<file path="src/rtl/branch_sequencer.sv">
// branch_sequencer: resolves conditional branches by borrowing the shared ALU,
// first for the compare and then, if taken, for the pc+imm target add. The
// result is a single-cycle PC redirect (pcLoad) with a flush on taken branches.
// Optional feature macro: BRANCH_STATS_EN adds saturating taken/not-taken
// counters with a synchronous clear (statsClr).
module branch_sequencer #(
   parameter int N      = 32,
   parameter int PC_INC = 4
) (
   input  logic         clk,
   input  logic         rst_n,
   input  logic         brValid,
   output logic         brReady,
   input  logic [2:0]   funct3,
   input  logic [N-1:0] rs1Val,
   input  logic [N-1:0] rs2Val,
   input  logic [N-1:0] pcIn,
   input  logic [N-1:0] immIn,
   output logic         aluReq,
   input  logic         aluGnt,
   output logic [1:0]   aluOp,
   output logic [N-1:0] aluOpA,
   output logic [N-1:0] aluOpB,
   input  logic [N-1:0] aluOut,
   input  logic         aluEqual,
`ifdef BRANCH_STATS_EN
   input  logic         statsClr,
   output logic [31:0]  brTakenCnt,
   output logic [31:0]  brNotTakenCnt,
`endif
   output logic         pcLoad,
   output logic [N-1:0] pcNext,
   output logic         taken,
   output logic         flush,
   output logic         brIllegal
);

   typedef enum logic [1:0] {IDLE, CMP, TGT, RDR} state_t;

   localparam logic [N-1:0] PC_INC_N = N'(PC_INC);

   state_t         state, state_nxt;
   logic [2:0]     f3_q;
   logic [N-1:0]   rs1_q, rs2_q, pc_q, imm_q, pc_next_q;
   logic           taken_q, illegal_q;
   logic           accept, is_illegal, cmp_taken;

   assign accept     = brValid && (state == IDLE);
   // funct3 010/011 have no branch meaning
   assign is_illegal = (funct3[2:1] == 2'b01);
   assign pcNext     = pc_next_q;

   // Branch decision from the ALU result: equality flag for BEQ/BNE,
   // the SLT/SLTU bit for the ordered compares (odd funct3 inverts the sense).
   always_comb begin
      cmp_taken = 1'b0;
      if (!f3_q[2])
         cmp_taken = aluEqual ^ f3_q[0];
      else if (!f3_q[0])
         cmp_taken = (aluOut == N'(1));
      else
         cmp_taken = (aluOut == '0);
   end

   // State register
   always_ff @(posedge clk or negedge rst_n) begin
      if (!rst_n) state <= IDLE;
      else        state <= state_nxt;
   end

   // Next-state and outputs; ALU outputs stay zero unless requesting
   always_comb begin
      state_nxt = state;
      brReady   = 1'b0;
      aluReq    = 1'b0;
      aluOp     = 2'b00;
      aluOpA    = '0;
      aluOpB    = '0;
      pcLoad    = 1'b0;
      taken     = 1'b0;
      flush     = 1'b0;
      brIllegal = 1'b0;
      case (state)
         IDLE: begin
            brReady = 1'b1;
            if (brValid) state_nxt = is_illegal ? RDR : CMP;
         end
         CMP: begin
            aluReq = 1'b1;
            aluOp  = f3_q[2] ? (f3_q[1] ? 2'b11 : 2'b10) : 2'b01;
            aluOpA = rs1_q;
            aluOpB = rs2_q;
            if (aluGnt) state_nxt = cmp_taken ? TGT : RDR;
         end
         TGT: begin
            aluReq = 1'b1;
            aluOp  = 2'b00;
            aluOpA = pc_q;
            aluOpB = imm_q;
            if (aluGnt) state_nxt = RDR;
         end
         RDR: begin
            pcLoad    = 1'b1;
            taken     = taken_q;
            flush     = taken_q;
            brIllegal = illegal_q;
            state_nxt = IDLE;
         end
         default: state_nxt = IDLE;
      endcase
   end

   // Operand capture on accept; decision and redirect target capture on grants
   always_ff @(posedge clk or negedge rst_n) begin
      if (!rst_n) begin
         f3_q      <= '0;
         rs1_q     <= '0;
         rs2_q     <= '0;
         pc_q      <= '0;
         imm_q     <= '0;
         pc_next_q <= '0;
         taken_q   <= 1'b0;
         illegal_q <= 1'b0;
      end else begin
         if (accept) begin
            f3_q      <= funct3;
            rs1_q     <= rs1Val;
            rs2_q     <= rs2Val;
            pc_q      <= pcIn;
            imm_q     <= immIn;
            taken_q   <= 1'b0;
            illegal_q <= is_illegal;
            // illegal branches skip the ALU and fall through
            if (is_illegal) pc_next_q <= pcIn + PC_INC_N;
         end
         if (state == CMP && aluGnt) begin
            taken_q <= cmp_taken;
            if (!cmp_taken) pc_next_q <= pc_q + PC_INC_N;
         end
         if (state == TGT && aluGnt) pc_next_q <= aluOut;
      end
   end

`ifdef BRANCH_STATS_EN
   // Saturating outcome counters; clear has priority over counting
   always_ff @(posedge clk or negedge rst_n) begin
      if (!rst_n) begin
         brTakenCnt    <= '0;
         brNotTakenCnt <= '0;
      end else if (statsClr) begin
         brTakenCnt    <= '0;
         brNotTakenCnt <= '0;
      end else if (pcLoad) begin
         if (taken) begin
            if (brTakenCnt != '1) brTakenCnt <= brTakenCnt + 32'd1;
         end else begin
            if (brNotTakenCnt != '1) brNotTakenCnt <= brNotTakenCnt + 32'd1;
         end
      end
   end
`endif

endmodule

</file>
<file path="config.mk">
export PLATFORM = sky130hd
export DESIGN_NAME = branch_sequencer
export DESIGN_NICKNAME = d
export VERILOG_FILES = /design/src/rtl/branch_sequencer.sv
export SDC_FILE = /design/constraint.sdc
export NUM_CORES = 1
export LEC_CHECK = 0
export CAP_MARGIN = 15
export CELL_PAD_IN_SITES_DETAIL_PLACEMENT = 1
export CELL_PAD_IN_SITES_GLOBAL_PLACEMENT = 1
export CORE_ASPECT_RATIO = 0.9
export CORE_MARGIN = 2
export CORE_UTILIZATION = 35
export CTS_BUF_LIST = sky130_fd_sc_hd__clkbuf_2 sky130_fd_sc_hd__clkbuf_4 sky130_fd_sc_hd__clkbuf_8
export DETAILED_ROUTE_END_ITERATION = 16
export GPL_ROUTABILITY_DRIVEN = 0
export PLACE_DENSITY = 0.76
export SKIP_CTS_REPAIR_TIMING = 1
export SLEW_MARGIN = 20
export SYNTH_ARGS = -nofsm -noshare
export SYNTH_HDL_FRONTEND = slang
export SYNTH_SLANG_ARGS = --single-unit
</file>
<file path="constraint.sdc">
create_clock -name clk -period 2.9 [get_ports clk]
set_input_delay 0.58 -clock clk [delete_from_list [all_inputs] [get_ports clk]]
set_output_delay 0.58 -clock clk [all_outputs]
set_load 0.005 [all_outputs]
</file>
Word-level counts from Yosys, hierarchy flattened. Cells that the tools add are included.

Flip-flop bits (word level): 167. Input bits: 168. Output and inout bits: 104. Word-level logic and storage cells: 53.

Add/sub/neg operators: 2. Equality and inequality tests: 8. Multiplexer cells: 25. Bitwise operators: 1. Reductions and logical operators: 8.

Operators by type and width (number): $mux W32 (5); $pmux W32 S2 (2); $add A32 B3 Y32 const B (2); $eq A32 B1 Y1 const B (1); $logic_not A32 Y1 (1); $mux W2 (6); $mux W1 (11); $pmux W2 S4 (1); $ne A2 B2 Y1 const B (3); $eq A2 B1 Y1 const B (2); $eq A2 B2 Y1 const B (2); $logic_and A1 B1 Y1 (3); $reduce_and A3 Y1 (1); $logic_not A2 Y1 (1); $reduce_bool A2 Y1 (1); $reduce_or A2 Y1 (1); $xor A1 B1 Y1 (1).

Logic depth before layout (Yosys ltp).
Word-level depth: 6. Depth in mapped cells: 9. Gate-level depth less buffers: 8.

Worst setup path after synthesis. OpenSTA, ideal clock, no wires.

Path type: register to register. Start point: register state[0]. End point: register rs1_q[0]. Library setup time: 0.125 ns. Arrival: 2.068 ns. Required time: 2.775 ns. Slack: 0.707 ns. Stages on the path, launching flop included: 8. Path buffers: 3. Clock period less this slack: 2.193 ns. Cell sequence: dfrtp_1 > inv_1 > ha_1 > nand2_1 > clkbuf_1 > clkbuf_1 > clkbuf_1 > mux2_2.

Word-level cells in the longest chain between the ends: 2.

Ends and longest elaborated chain: start: declaration (line 42) `state_t state, state_nxt;`; start signal: assignment (line 68) `else state <= state_nxt;`; $logic_not A2 Y1 (line 48) `assign accept = brValid && (state == IDLE);`; $logic_and A1 B1 Y1 (line 48); end signal: assignment (line 127) `rs1_q <= rs1Val;`; end: declaration (line 44) `logic [N-1:0] rs1_q, rs2_q, pc_q, imm_q, pc_next_q;`.

No other way between the ends. A chain may end at the register's enable or synchronous reset.

Final worst setup path.
Start point: register state[1]. End point: output port aluOpA[24].

Word-level cells in the longest chain between the ends: 2.

Ends and longest elaborated chain: $eq A2 B2 Y1 / $eq A2 B1 Y1 (equally long branches) (line 83) `case (state)`; $pmux W32 S2 * (line 83); end: declaration (line 22) `output logic [N-1:0] aluOpA,`.

Every way passes the cells marked *; elsewhere a longest branch is shown, timed or not.

==> metrics <==
first-pass GRT wire length=51200 µm; HP Class=primary input to asynchronous set/reset pin; clock sinks=167; Ys Warns=0; area post-placement=0.0126 mm²; RSZ-0062 raised after global routing=true; die width=174 µm; Final Max Slew Viols=0; Static Leak=0.00591 µW; pwr/cell area=1030 mW/mm²; top_reg_cell synth=dfrtp_1; status=finished, final reports clean; Power, Total=13900 µW; final instance area=0.0135 mm²; initial core utilization=35.3%; clock skew=0.0160 ns; total track usage=24.4%; initial drt markers=574; critical path class=flop to output pin; Via Count=8386; Post-synth EDFFs=0; crit-path leading delay family=buffers and inverters; overflow left after global routing=0; vias per inst=5.43; CTS HTree Levels=4; Clock Tree Buf Depth=2; Peak Freq=348 MHz; Slew HR=44.2%; Crit path arrival time=2.30 ns; critical path data required time=2.32 ns; Crit path depth=6; Worst-path clk slew=0.10 ns; CTS tree=done; Slew @ Worst Pin=0.838 ns; Worst IR Drop VDD=549 µV; Tmin final=2.88 ns; Num CTS Buffers=17; sequential area share after synthesis=45.8%; commonest non-fill, non-tap cells in the layout=clkdlybuf4s50_1, dfrtp_1, mux2_2; Critical Path Sink Type=output pin; CP Max Fanout=22; clk root buf=clkbuf_8; worst path cell trace=inv_2, ha_4, buf_16, a22oi_1, nor2b_1, clkdlybuf4s50_1; final hold vios=0; ANT nets after route=0; Nets=1353; CP bufs+invs=3; Wirelength per Cell=23.4 µm; Reg2Reg Depth=10; core area=0.0259 mm²; Setup Viol. Count Final=0; area of the mapped netlist=0.00912 mm²; Initial DRT Pass Iterations=6; DP Wirelength=24800 µm; Tcrit/Tclk final=99.2%; vias in the first global route=8528; initial antenna violation count=4; Layout area overhead=48.3%; Port Buffers=271; IO Count=272; Die Area=0.0274 mm²; syn avg cell area=10.4 µm²; Max stage delay on crit path=0.56 ns; Die Ht=157 µm; number of cell rows=56; routed wire length=36100 µm; largest net degree at the start of global routing=137; fraction of layout cells with a size suffix above 1=22.2%; Syn Nets=1051; leading cell type in the layout, fill and taps excluded=clkdlybuf4s50_1; post-synthesis instance total=877; max cap viols=0; clk_lat worst skew=0.47 ns; Yosys cell types=50; CP Launch Type=flop; CP max stage cell=clkdlybuf4s50_1; Synth Register Bits=167; Residual DRC=0; Post-synth ARST share=100%
## synth_stat cells, types with 2 or more instances
cell type	number	area (µm²)
nor4_1	18	113
a22oi_1	65	488
nor3_1	8	40.0
a21oi_1	23	115
mux2_2	129	1450
nand2_1	67	251
buf_2	6	30.0
nand3_1	26	130
a211oi_1	8	60.1
and3_1	6	37.5
and2_1	7	43.8
buf_1	6	22.5
mux2i_1	4	40.0
a31oi_1	4	25.0
xor2_1	23	201
or3_1	2	12.5
and4_1	3	26.3
clkbuf_2	2	10.0
a221o_1	2	20.0
o31ai_1	9	67.6
o21ai_0	20	100
clkbuf_1	50	188
o211ai_1	8	60.1
inv_1	10	37.5
a211o_1	7	61.3
xnor2_1	30	263
a22o_1	3	26.3
nor2b_1	65	407
nor2_1	52	195
nand4_1	22	138
ha_1	6	75.1
o22a_1	2	17.5
dfrtp_1	167	4180
## power by group
part,switching [µW],internal (µW)
clock,966,900
sequential,1100,3540
combinational,3150,4240
total,5220,8680
## routing by layer
metal	vias up	share of wire, %	wire, µm	global-route usage, %
met1	4330	44	16000	33.6
met4	2	1.7	605	6.44
met2	245	48	17300	38.6
met3	37	6.0	2170	5.99
met5	-	0.050	18	0
li1	3772	-	-	-
## path summary, 6_finish.rpt
| check | end | slack [ns] | startpoint |
|---|---|---|---|
| setup / recovery | aluOpA[24] | 0.02 | state[1]$_DFFE_PN0P_ |
| hold / removal | rs1_q[6]$_DFFE_PN0P_ | 0.1 | rst_n |
| setup reg to reg | pcNext[1]$_DFF_PN0_ | 0.53 | state[1]$_DFFE_PN0P_ |
| hold reg to reg | illegal_q$_DFFE_PN0P_ | 0.48 | illegal_q$_DFFE_PN0P_ |
| max in group asynchronous | pc_q[29]$_DFFE_PN0P_ | 1.98 | rst_n |
| min in group clk | illegal_q$_DFFE_PN0P_ | 0.48 | illegal_q$_DFFE_PN0P_ |
## sequential cells by signal, indices dropped and copies added, names as in the netlist
| signal | count |
|---|---|
| f3_q | 3 |
| rs2_q | 32 |
| illegal_q | 1 |
| taken_q | 1 |
| state | 2 |
| imm_q | 32 |
| rs1_q | 32 |
| pc_q | 32 |
| pcNext | 32 |
## cell families (layout without fill, tap and decap cells)
| group | count (synthesis) | count (layout) | share of synthesized area, % |
|---|---|---|---|
| buf+inv | 75 | 389 | 3.24 |
| flops | 167 | 167 | 45.8 |
| xor+xnor | 53 | 53 | 5.09 |
| fa+ha+maj | 6 | 6 | 0.823 |
| mux | 133 | 133 | 16.4 |
| other cells | 0 | 4 | 0 |
| compound gates | 157 | 157 | 12.0 |
| simple gates | 286 | 286 | 16.6 |
## per-stage QoR
stage / instances / hold slack [ns] / setup WS (ns) / setup TNS [ns] / utilization (%)
final: 1543 / 0.0985 / 0.0233 / 0 / 52.3
after global routing: 1542 / 0.102 / -0.0721 / -0.565 / 52.3
after CTS: 1522 / 0.0994 / -0.184 / -7.47 / 50.4
after detailed placement: 1491 / 0.461 / 0.0368 / 0 / 48.8
after global placement: 1491 / 0.452 / 0.111 / 0 / 48.8
after floorplan: 877 / 0.284 / 0.707 / 0 / -
## area by class of cell
type,instances,area (µm²)
Sequential cell,167,4180
Clock inverter,12,166
Inverter,10,40.0
Tap cell,348,435
Fill cell,2770,12300
Antenna cell,4,10.0
Clock buffer,19,255
Multi-Input combinational cell,635,4740
Timing Repair Buffer,348,3690
No activity file was read; power rests on OpenSTA's default activity.
